### src/rtl/alu_share_arbiter.sv
// Two-requester arbiter for one shared single-cycle ALU. It grants round-robin,
// allows a bounded exclusive lock tenure and returns a registered, ID-tagged result.
module alu_share_arbiter #(
  parameter int DATA_WIDTH = 32,
  parameter int LOCK_MAX   = 8
) (
  input  logic                  clk,
  input  logic                  reset,
  input  logic                  req0_valid_i,
  input  logic                  req0_lock_i,
  input  logic [3:0]            req0_op_i,
  input  logic [DATA_WIDTH-1:0] req0_a_i,
  input  logic [DATA_WIDTH-1:0] req0_b_i,
  output logic                  req0_ready_o,
  input  logic                  req1_valid_i,
  input  logic                  req1_lock_i,
  input  logic [3:0]            req1_op_i,
  input  logic [DATA_WIDTH-1:0] req1_a_i,
  input  logic [DATA_WIDTH-1:0] req1_b_i,
  output logic                  req1_ready_o,
  output logic [3:0]            alu_op_o,
  output logic [DATA_WIDTH-1:0] alu_a_o,
  output logic [DATA_WIDTH-1:0] alu_b_o,
  input  logic [DATA_WIDTH-1:0] alu_result_i,
  input  logic                  alu_zero_i,
  output logic                  rsp_valid_o,
  output logic                  rsp_id_o,
  output logic [DATA_WIDTH-1:0] rsp_result_o,
  output logic                  rsp_zero_o,
  output logic                  lock_active_o
);

  localparam int            CW         = $clog2(LOCK_MAX + 1);
  localparam logic [CW:0]   LOCK_MAX_C = (CW + 1)'(LOCK_MAX);
  localparam logic [CW-1:0] COUNT_ONE  = CW'(1);
  localparam bit            LOCK_EN    = (LOCK_MAX > 1);

  typedef enum logic [1:0] {
    FREE    = 2'd0,
    LOCKED0 = 2'd1,
    LOCKED1 = 2'd2
  } state_t;

  state_t          state_q, state_d;
  logic            last_grant_q, last_grant_d;
  logic [CW-1:0]   lock_count_q, lock_count_d;
  logic [CW:0]     count_inc;
  logic            grant0, grant1;
  logic            acc0, acc1, acc, acc_id, lock_sel;

  logic                  vld_p1;
  logic                  rsp_id_p1;
  logic [DATA_WIDTH-1:0] rsp_result_p1;
  logic                  rsp_zero_p1;

  // Grants are held low during reset so no request can be accepted then.
  always_comb begin
    grant0 = 1'b0;
    grant1 = 1'b0;
    if (reset) begin
      case (state_q)
        FREE: begin
          if (req0_valid_i && (!req1_valid_i || last_grant_q)) grant0 = 1'b1;
          else if (req1_valid_i)                               grant1 = 1'b1;
        end
        LOCKED0: grant0 = 1'b1;
        LOCKED1: grant1 = 1'b1;
        default: ;
      endcase
    end
  end

  assign acc0     = grant0 & req0_valid_i;
  assign acc1     = grant1 & req1_valid_i;
  assign acc      = acc0 | acc1;
  assign acc_id   = acc1;
  assign lock_sel = grant1 ? req1_lock_i : req0_lock_i;

  assign count_inc = {1'b0, lock_count_q} + {{CW{1'b0}}, 1'b1};

  always_comb begin
    state_d      = state_q;
    last_grant_d = last_grant_q;
    lock_count_d = lock_count_q;
    if (acc) last_grant_d = acc_id;
    case (state_q)
      FREE: begin
        if (acc && lock_sel && LOCK_EN) begin
          state_d      = acc_id ? LOCKED1 : LOCKED0;
          lock_count_d = COUNT_ONE;
        end
      end
      LOCKED0, LOCKED1: begin
        // The tenure ends on an unlocked op, on reaching the op budget, or
        // when the owner goes idle and drops lock.
        if (acc) begin
          if (lock_sel && (count_inc < LOCK_MAX_C)) begin
            lock_count_d = count_inc[CW-1:0];
          end else begin
            state_d      = FREE;
            lock_count_d = '0;
          end
        end else if (!lock_sel) begin
          state_d      = FREE;
          lock_count_d = '0;
        end
      end
      default: begin
        state_d      = FREE;
        lock_count_d = '0;
      end
    endcase
  end

  always_ff @(posedge clk) begin
    if (!reset) begin
      state_q      <= FREE;
      last_grant_q <= 1'b1;
      lock_count_q <= '0;
    end else begin
      state_q      <= state_d;
      last_grant_q <= last_grant_d;
      lock_count_q <= lock_count_d;
    end
  end

  // Stage p1: result captured from the shared ALU on accept
  always_ff @(posedge clk) begin
    if (!reset) begin
      vld_p1        <= 1'b0;
      rsp_id_p1     <= 1'b0;
      rsp_result_p1 <= '0;
      rsp_zero_p1   <= 1'b0;
    end else begin
      vld_p1 <= acc;
      if (acc) begin
        rsp_id_p1     <= acc_id;
        rsp_result_p1 <= alu_result_i;
        rsp_zero_p1   <= alu_zero_i;
      end
    end
  end

  always_comb begin
    alu_op_o = 4'b0000;
    alu_a_o  = '0;
    alu_b_o  = '0;
    if (grant0) begin
      alu_op_o = req0_op_i;
      alu_a_o  = req0_a_i;
      alu_b_o  = req0_b_i;
    end else if (grant1) begin
      alu_op_o = req1_op_i;
      alu_a_o  = req1_a_i;
      alu_b_o  = req1_b_i;
    end
  end

  assign req0_ready_o  = grant0;
  assign req1_ready_o  = grant1;
  assign rsp_valid_o   = vld_p1;
  assign rsp_id_o      = rsp_id_p1;
  assign rsp_result_o  = rsp_result_p1;
  assign rsp_zero_o    = rsp_zero_p1;
  assign lock_active_o = (state_q == LOCKED0) || (state_q == LOCKED1);

endmodule

### config.mk
export PLATFORM = sky130hd
export DESIGN_NAME = alu_share_arbiter
export DESIGN_NICKNAME = d
export VERILOG_FILES = /design/src/rtl/alu_share_arbiter.sv
export SDC_FILE = /design/constraint.sdc
export NUM_CORES = 1
export LEC_CHECK = 0
export BUFFER_PORTS_ARGS = -buffer_cell sky130_fd_sc_hd__buf_4
export CORE_AREA = 2 2 109 111
export CTS_BUF_LIST = sky130_fd_sc_hd__clkbuf_4 sky130_fd_sc_hd__clkbuf_8
export CTS_CLUSTER_SIZE = 8
export DETAILED_ROUTE_END_ITERATION = 8
export DIE_AREA = 0 0 111 113
export PLACE_DENSITY = 0.68
export SYNTH_ARGS = -nofsm -noshare
export SYNTH_HDL_FRONTEND = slang
export SYNTH_SLANG_ARGS = --single-unit
### constraint.sdc
create_clock -name clk -period 2.15 [get_ports clk]
set_input_delay 0.43 -clock clk [delete_from_list [all_inputs] [get_ports clk]]
set_output_delay 0.43 -clock clk [all_outputs]
set_load 0.005 [all_outputs]
==> results of run 1 <==
==> placed cells by master (no fill, tap or decap), drive strengths merged, types with 2 or more instances in the layout <==
cell type / count
a21boi: 34
a21oi: 4
a22o: 68
and2: 2
buf: 315
clkbuf: 8
dfxtp: 42
ha: 5
inv: 9
nand2: 74
nand2b: 3
nand3: 4
nor2: 2
nor2b: 3
o211a: 2
o211ai: 2
o21ai: 2
o31ai: 4
o32ai: 2
or4: 2
==> state kept, by name, indices dropped and copies added (netlist names) <==
register and flops:
rsp_zero_o 1, lock_count_q 4, state_q 2, rsp_result_o 32, rsp_valid_o 1, last_grant_q 1
rsp_id_o 1
==> critical path, delay by kind of cell, from the launching register on <==
| family | cells | cell delay [ns] |
|---|---|---|
| adder cells (fa/ha/maj) | 1 | 0.15 |
| AND/OR/NAND/NOR | 2 | 0.25 |
| buffers and inverters | 4 | 0.49 |
| AO/OA/AOI/OAI | 3 | 0.51 |
| flip-flops | 1 | 0.34 |
==> worst max-delay path by stage <==
stage	to	cells past startpoint	startpoint	slack (ns)
final	alu_b_o[26]	10	state_q[1]	-0.32
after global placement	alu_a_o[2]	9	state_q[1]	-0.03
after detailed placement	alu_a_o[2]	9	state_q[1]	-0.06
after CTS	alu_a_o[2]	10	state_q[1]	-0.30
after global routing	alu_a_o[13]	10	state_q[1]	-0.38
after floorplan	alu_a_o[14]	10	state_q[1]	0.0003
==> logic make-up after synthesis <==
logic type,count (synthesis)
AO/OA/AOI/OAI,121
buffers and inverters,37
AND/OR/NAND/NOR,93
adder cells (fa/ha/maj),5
flip-flops,42
==> metal layers <==
metal,GRT usage [%],wire (µm)
met1,23.2,5100
met2,40.0,7780
met3,5.46,1180
met4,6.92,441
met5,0,0
==> power groups by stage <==
stage	clock network, mW	registers, mW	logic [mW]
3_3_place_gp	0	0.985	2.49
5_1_grt	0.691	0.997	3.37
6_report	0.638	0.980	3.15
4_1_cts	0.659	0.979	2.94
2_1_floorplan	0	0.999	1.14
3_5_place_dp	0	0.992	2.54
==> metrics by stage <==
| stage | cells | setup TNS [ns] | setup slack [ns] | utilization, % | area, µm² |
|---|---|---|---|---|---|
| 2_1_floorplan | 298 | 0 | 0.000325 | - | 2500 |
| 3_3_place_gp | 710 | -0.0540 | -0.0272 | 42.6 | 4800 |
| 3_5_place_dp | 710 | -0.187 | -0.0550 | 42.6 | 4800 |
| 4_1_cts | 731 | -16.79 | -0.305 | 47.2 | 5320 |
| 5_1_grt | 738 | -23.50 | -0.382 | 48.6 | 5480 |
| 6_report | 738 | -17.74 | -0.320 | 48.6 | 5480 |
==> layout make-up <==
cell class / count / area, µm²
clock inverters: 2 / 37.5
clock buffers: 6 / 76.3
well taps: 143 / 179
flip-flops and latches: 42 / 843
fillers: 1077 / 5800
multi-input cells: 219 / 1620
repair buffers: 317 / 2680
inverters: 9 / 36.3
==> repair_timing <==
action,CTS,global route
hold buffers,0,0
resized for setup,50,17
setup buffers,9,7
pin swaps,13,9
endpoints found under the setup margin,68,87
cloned,4,3
==> impl_metrics.json, run 1 <==
{
  "worstPathArrival_ns": 2.04,
  "min_path_cells": 3,
  "nets": 774,
  "finalClockSkew_ns": 0.00563,
  "wl_per_cell_um": 19.6,
  "drt_wl_total_mm": 14.5,
  "cp-end-kind": "primary output",
  "areaGrowthSynthToFinish_pct": 120,
  "post-route-min-period_ns": 2.47,
  "diodes": 0,
  "hold_start": "alu_result_i[28]",
  "pin_count": 281,
  "layout_setup_ws_ns": -0.320,
  "r2r_end": "state_q[0]",
  "report.final.setup_viol": 68,
  "p_per_area_nw_per_um2": 872,
  "synth_top_family_by_area": "compound AO/OA/AOI/OAI gates",
  "ff2ff_path_depth": 10,
  "portBuffers": 280,
  "grt_pass1_wl_mm": 20.7,
  "status": "complete, but fails checks",
  "via_per_inst": 4.78,
  "path_clk_slew_ns": 0.09,
  "slew_headroom_pct": 57.7,
  "grt_max_degree": 47,
  "clock_sinks": 42,
  "grtUsageTotal_pct": 21.2,
  "postRouteAntennaNets": 0,
  "synth_area_leader_cell": "dfxtp_1",
  "dieArea_um2": 12500,
  "vias": 3528,
  "ys_types": 35,
  "worstHoldPathType": "in2reg",
  "netlist_top_cells_count": "nand2_1 (74), a22o_1 (68), dfxtp_1 (42)",
  "startpoint_type": "register",
  "yosys.area_share.simple_pct": 15.8,
  "rsz0062_at_grt": "yes",
  "worstHoldEndpoint": "rsp_result_o[28]",
  "synth.net_count": 478,
  "critPathKind": "reg2out",
  "synth_compound_area_share_pct": 40.7,
  "drc": 0,
  "dpl.hpwl_mm": 11.5,
  "clock_power_share_pct": 13.4,
  "fin_crit_sh_pct": 115,
  "die_w_um": 111,
  "max-cap-violations": 0,
  "synth-xor-area-share_pct": 0,
  "synth_edf_count": 0,
  "ir_drop_mv": 0.457,
  "hold_viol": 0,
  "leakage_nw": 2.69,
  "gp_congestion": 1.10,
  "r2r-start": "state_q[1]",
  "cts_tree": "built",
  "grt_pass1_vias": 3611,
  "p_sw_share_pct": 35.5,
  "antenna_found_initial": 0,
  "cp_slowest_cell": "dfxtp_2",
  "cts_buffer_depth": 2,
  "coreArea_um2": 11300,
  "whs_ns": 0.374,
  "max_stage_delay_ns": 0.34,
  "yosysSeqAreaShare_pct": 33.8,
  "async_reset_ff_share_pct": 0,
  "ys_top_cells_by_area": "dfxtp_1 (34%), a22o_1 (24%), nand2_1 (11%), a21boi_0 (8.7%), ha_1 (2.5%)",
  "ys_warn_count": 0,
  "drtPass1Iterations": 4,
  "synth_top_area_share_pct": 33.8,
  "reg2reg_slack_ns": 0.04,
  "drt_iter0_drc": 180,
  "switchingPower_mw": 1.69,
  "clock_latency_ns": 0.29,
  "synth_cells": 298,
  "htreeDepth": 2,
  "crit_fanout": 5,
  "numCtsBuffers": 5,
  "muxShareOfSynthArea_pct": 0,
  "finalMaxSlewViolations": 0,
  "crit_required_ns": 1.72,
  "path_cells": "inv_2 > ha_4 > a21boi_4 > a21oi_2 > nor2b_1 > and2_4 > buf_12 > clkbuf_16 > a22o_4 > buf_6",
  "combPwrFrac_pct": 66.1,
  "pwr-share-seq_pct": 20.5,
  "max_freq_ghz": 0.405,
  "p_int_mw": 3.08,
  "yosysMostFrequentCell": "nand2_1",
  "start_util_pct": 22.1,
  "syn-cell-area_um2": 2490,
  "synth_area_per_cell_um2": 8.35,
  "synth_ff_type": "dfxtp_1",
  "violations": "setup timing",
  "yosys.area_share.adder_pct": 2.51,
  "cts_root_buf": "clkbuf_8",
  "power.total_mw": 4.77,
  "drive_gt1_share_pct": 59.3,
  "dieHeight_um": 113,
  "gr-total-overflow": 0,
  "rows": 39,
  "ys_ff_latch": 42,
  "worstMarginPinSlew_ns": 0.629
}
Note: power is estimated with default switching activity, not from simulation.
==> run 2: changes to the inputs <==
--- a/config.mk
+++ b/config.mk
@@ -6,12 +6,16 @@
 export NUM_CORES = 1
 export LEC_CHECK = 0
 export BUFFER_PORTS_ARGS = -buffer_cell sky130_fd_sc_hd__buf_4
-export CORE_AREA = 2 2 109 111
+export CELL_PAD_IN_SITES_DETAIL_PLACEMENT = 2
+export CELL_PAD_IN_SITES_GLOBAL_PLACEMENT = 2
+export CORE_ASPECT_RATIO = 1.2
+export CORE_MARGIN = 2
+export CORE_UTILIZATION = 14
 export CTS_BUF_LIST = sky130_fd_sc_hd__clkbuf_4 sky130_fd_sc_hd__clkbuf_8
 export CTS_CLUSTER_SIZE = 8
 export DETAILED_ROUTE_END_ITERATION = 8
-export DIE_AREA = 0 0 111 113
-export PLACE_DENSITY = 0.68
+export PLACE_DENSITY = 0.86
+export SLEW_MARGIN = 20
 export SYNTH_ARGS = -nofsm -noshare
 export SYNTH_HDL_FRONTEND = slang
 export SYNTH_SLANG_ARGS = --single-unit
==> run 2 against run 1 <==
Against the previous run:
- core utilization shrank 16 points
- global-route usage decreased by 2.9 points
- the flow still finishes with violations (setup timing)
- critical endpoint is now alu_a_o[5]
- hold slack is essentially flat
- fmax up 0.24%
- routed wire length grew 34%
- first-iteration DRC count is 55% lower
- combinational power rose by 8.6%
- clock skew grew 0.0028 ns
- largest power group unchanged
- final area is 3.0% higher
- die area grew 50%
- via count up 6.2%
- register-to-register slack lost 0.02 ns
==> impl_metrics.json, run 2 (same netlist as run 1, synthesis figures left out) <==
{
  "status": "complete, but fails checks",
  "violations": "setup timing",
  "portBuffers": 280,
  "dpl.hpwl_mm": 15.1,
  "postRouteAntennaNets": 0,
  "largest_register_ff_count": 32,
  "clock_sinks": 42,
  "antenna_found_initial": 11,
  "max-cap-violations": 0,
  "p_per_area_nw_per_um2": 899,
  "startpoint_type": "register",
  "fin_crit_sh_pct": 115,
  "grtUsageTotal_pct": 18.3,
  "whs_ns": 0.374,
  "dieHeight_um": 150,
  "grt_max_degree": 40,
  "critPathKind": "reg2out",
  "ir_drop_mv": 0.414,
  "gp_congestion": 0.891,
  "start_util_pct": 14.3,
  "final_common_cell": "buf_4",
  "nets": 779,
  "via_per_inst": 4.54,
  "htreeDepth": 2,
  "cts_root_buf": "clkbuf_8",
  "rows": 53,
  "slew_headroom_pct": 48.4,
  "ctsHoldBuffers": 0,
  "placedCellCount": 787,
  "drtPass1Iterations": 5,
  "post-route-min-period_ns": 2.46,
  "tns_ns": -19.53,
  "worstMarginPinSlew_ns": 0.767,
  "dieArea_um2": 18900,
  "cts_tree": "built",
  "finalClockSkew_ns": 0.00845,
  "cts_buffer_depth": 2,
  "leakage_nw": 2.71,
  "finalMaxSlewViolations": 0,
  "crit_required_ns": 1.72,
  "drc": 0,
  "pin_count": 281,
  "layout.cells.non_filler": 824,
  "power.total_mw": 5.07,
  "crit_fanout": 9,
  "path_clk_slew_ns": 0.09,
  "clock_latency_ns": 0.30,
  "drt_iter0_drc": 81,
  "rsz0062_at_grt": "yes",
  "final_cell_mix": "buf_4 (278), nand2_1 (74), a22o_1 (66), dfxtp_1 (40), buf_6 (29)",
  "vias": 3745,
  "drive_gt1_share_pct": 59.3,
  "hold_viol": 0,
  "worstHoldPathType": "in2reg",
  "areaGrowthSynthToFinish_pct": 127,
  "worstPathArrival_ns": 2.03,
  "fillCellCount": 1966,
  "max_freq_ghz": 0.406,
  "die_w_um": 126,
  "gr-total-overflow": 0,
  "drt_wl_total_mm": 19.4,
  "numCtsBuffers": 5,
  "grt_pass1_vias": 4056,
  "layout_setup_ws_ns": -0.314,
  "cp-end-kind": "primary output",
  "report.final.setup_viol": 69,
  "grt_pass1_wl_mm": 25.7,
  "coreArea_um2": 17400,
  "wl_per_cell_um": 23.6,
  "place_ws_ns": -0.131
}
## run 2: final timing paths
kind	from	endpoint	slack, ns	cells past startpoint
worst min-delay path	alu_result_i[3]	rsp_result_o[3]	0.37	3
worst max register to register	state_q[1]	state_q[1]	0.02	9
worst max-delay path	state_q[1]	alu_a_o[5]	-0.31	10
worst min register to register	rsp_result_o[8]	rsp_result_o[8]	0.45	2
## run 2: power by group
group | switching [mW] | internal (mW) | total [mW]
Sequential | 0.0797 | 0.908 | 0.987
Clock | 0.302 | 0.360 | 0.661
Combinational | 1.49 | 1.93 | 3.42
## run 2: per-layer routing
metal / track usage, % / wire [µm] / share of wire [%]
met5: 0 / 85 / 0.44
met4: 3.22 / 335 / 1.7
met3: 9.80 / 2240 / 12
met2: 32.5 / 9480 / 49
met1: 19.5 / 7280 / 38
## run 2: metrics by stage
| step | utilization, % | instance area [µm²] |
|---|---|---|
| floorplan | - | 2500 |
| global placement | 28.2 | 4920 |
| detailed placement | 28.2 | 4920 |
| CTS | 30.6 | 5330 |
| global route | 32.3 | 5630 |
| finish | 32.3 | 5640 |
## run 2: cell type report
type | instances | area [µm²] | share of cell area, %
repair buffers | 322 | 2750 | 48.8
well taps | 220 | 275 | 4.88
multi-input cells | 219 | 1600 | 28.4
clock buffers | 6 | 76.3 | 1.35
inverters | 9 | 43.8 | 0.777
flip-flops and latches | 42 | 843 | 15.0
clock inverters | 2 | 37.5 | 0.666
diodes | 4 | 10.0 | 0.178
## run 2: what timing repair did
item / CTS / global route
buffers inserted: 9 / 6
endpoints found under the setup margin: 86 / 101
pin swaps: 9 / 17
cloned: 5 / 7
resized for setup: 37 / 30
## run 2: worst max-delay path, stage by stage, from the launching register on
cell       delay (ns)
dfxtp_2          0.36
inv_4            0.05
ha_4             0.16
buf_6            0.12
a31oi_4          0.17
buf_6            0.12
nor2b_4          0.03
buf_12           0.15
clkbuf_16        0.17
a22o_1           0.24
buf_4            0.14
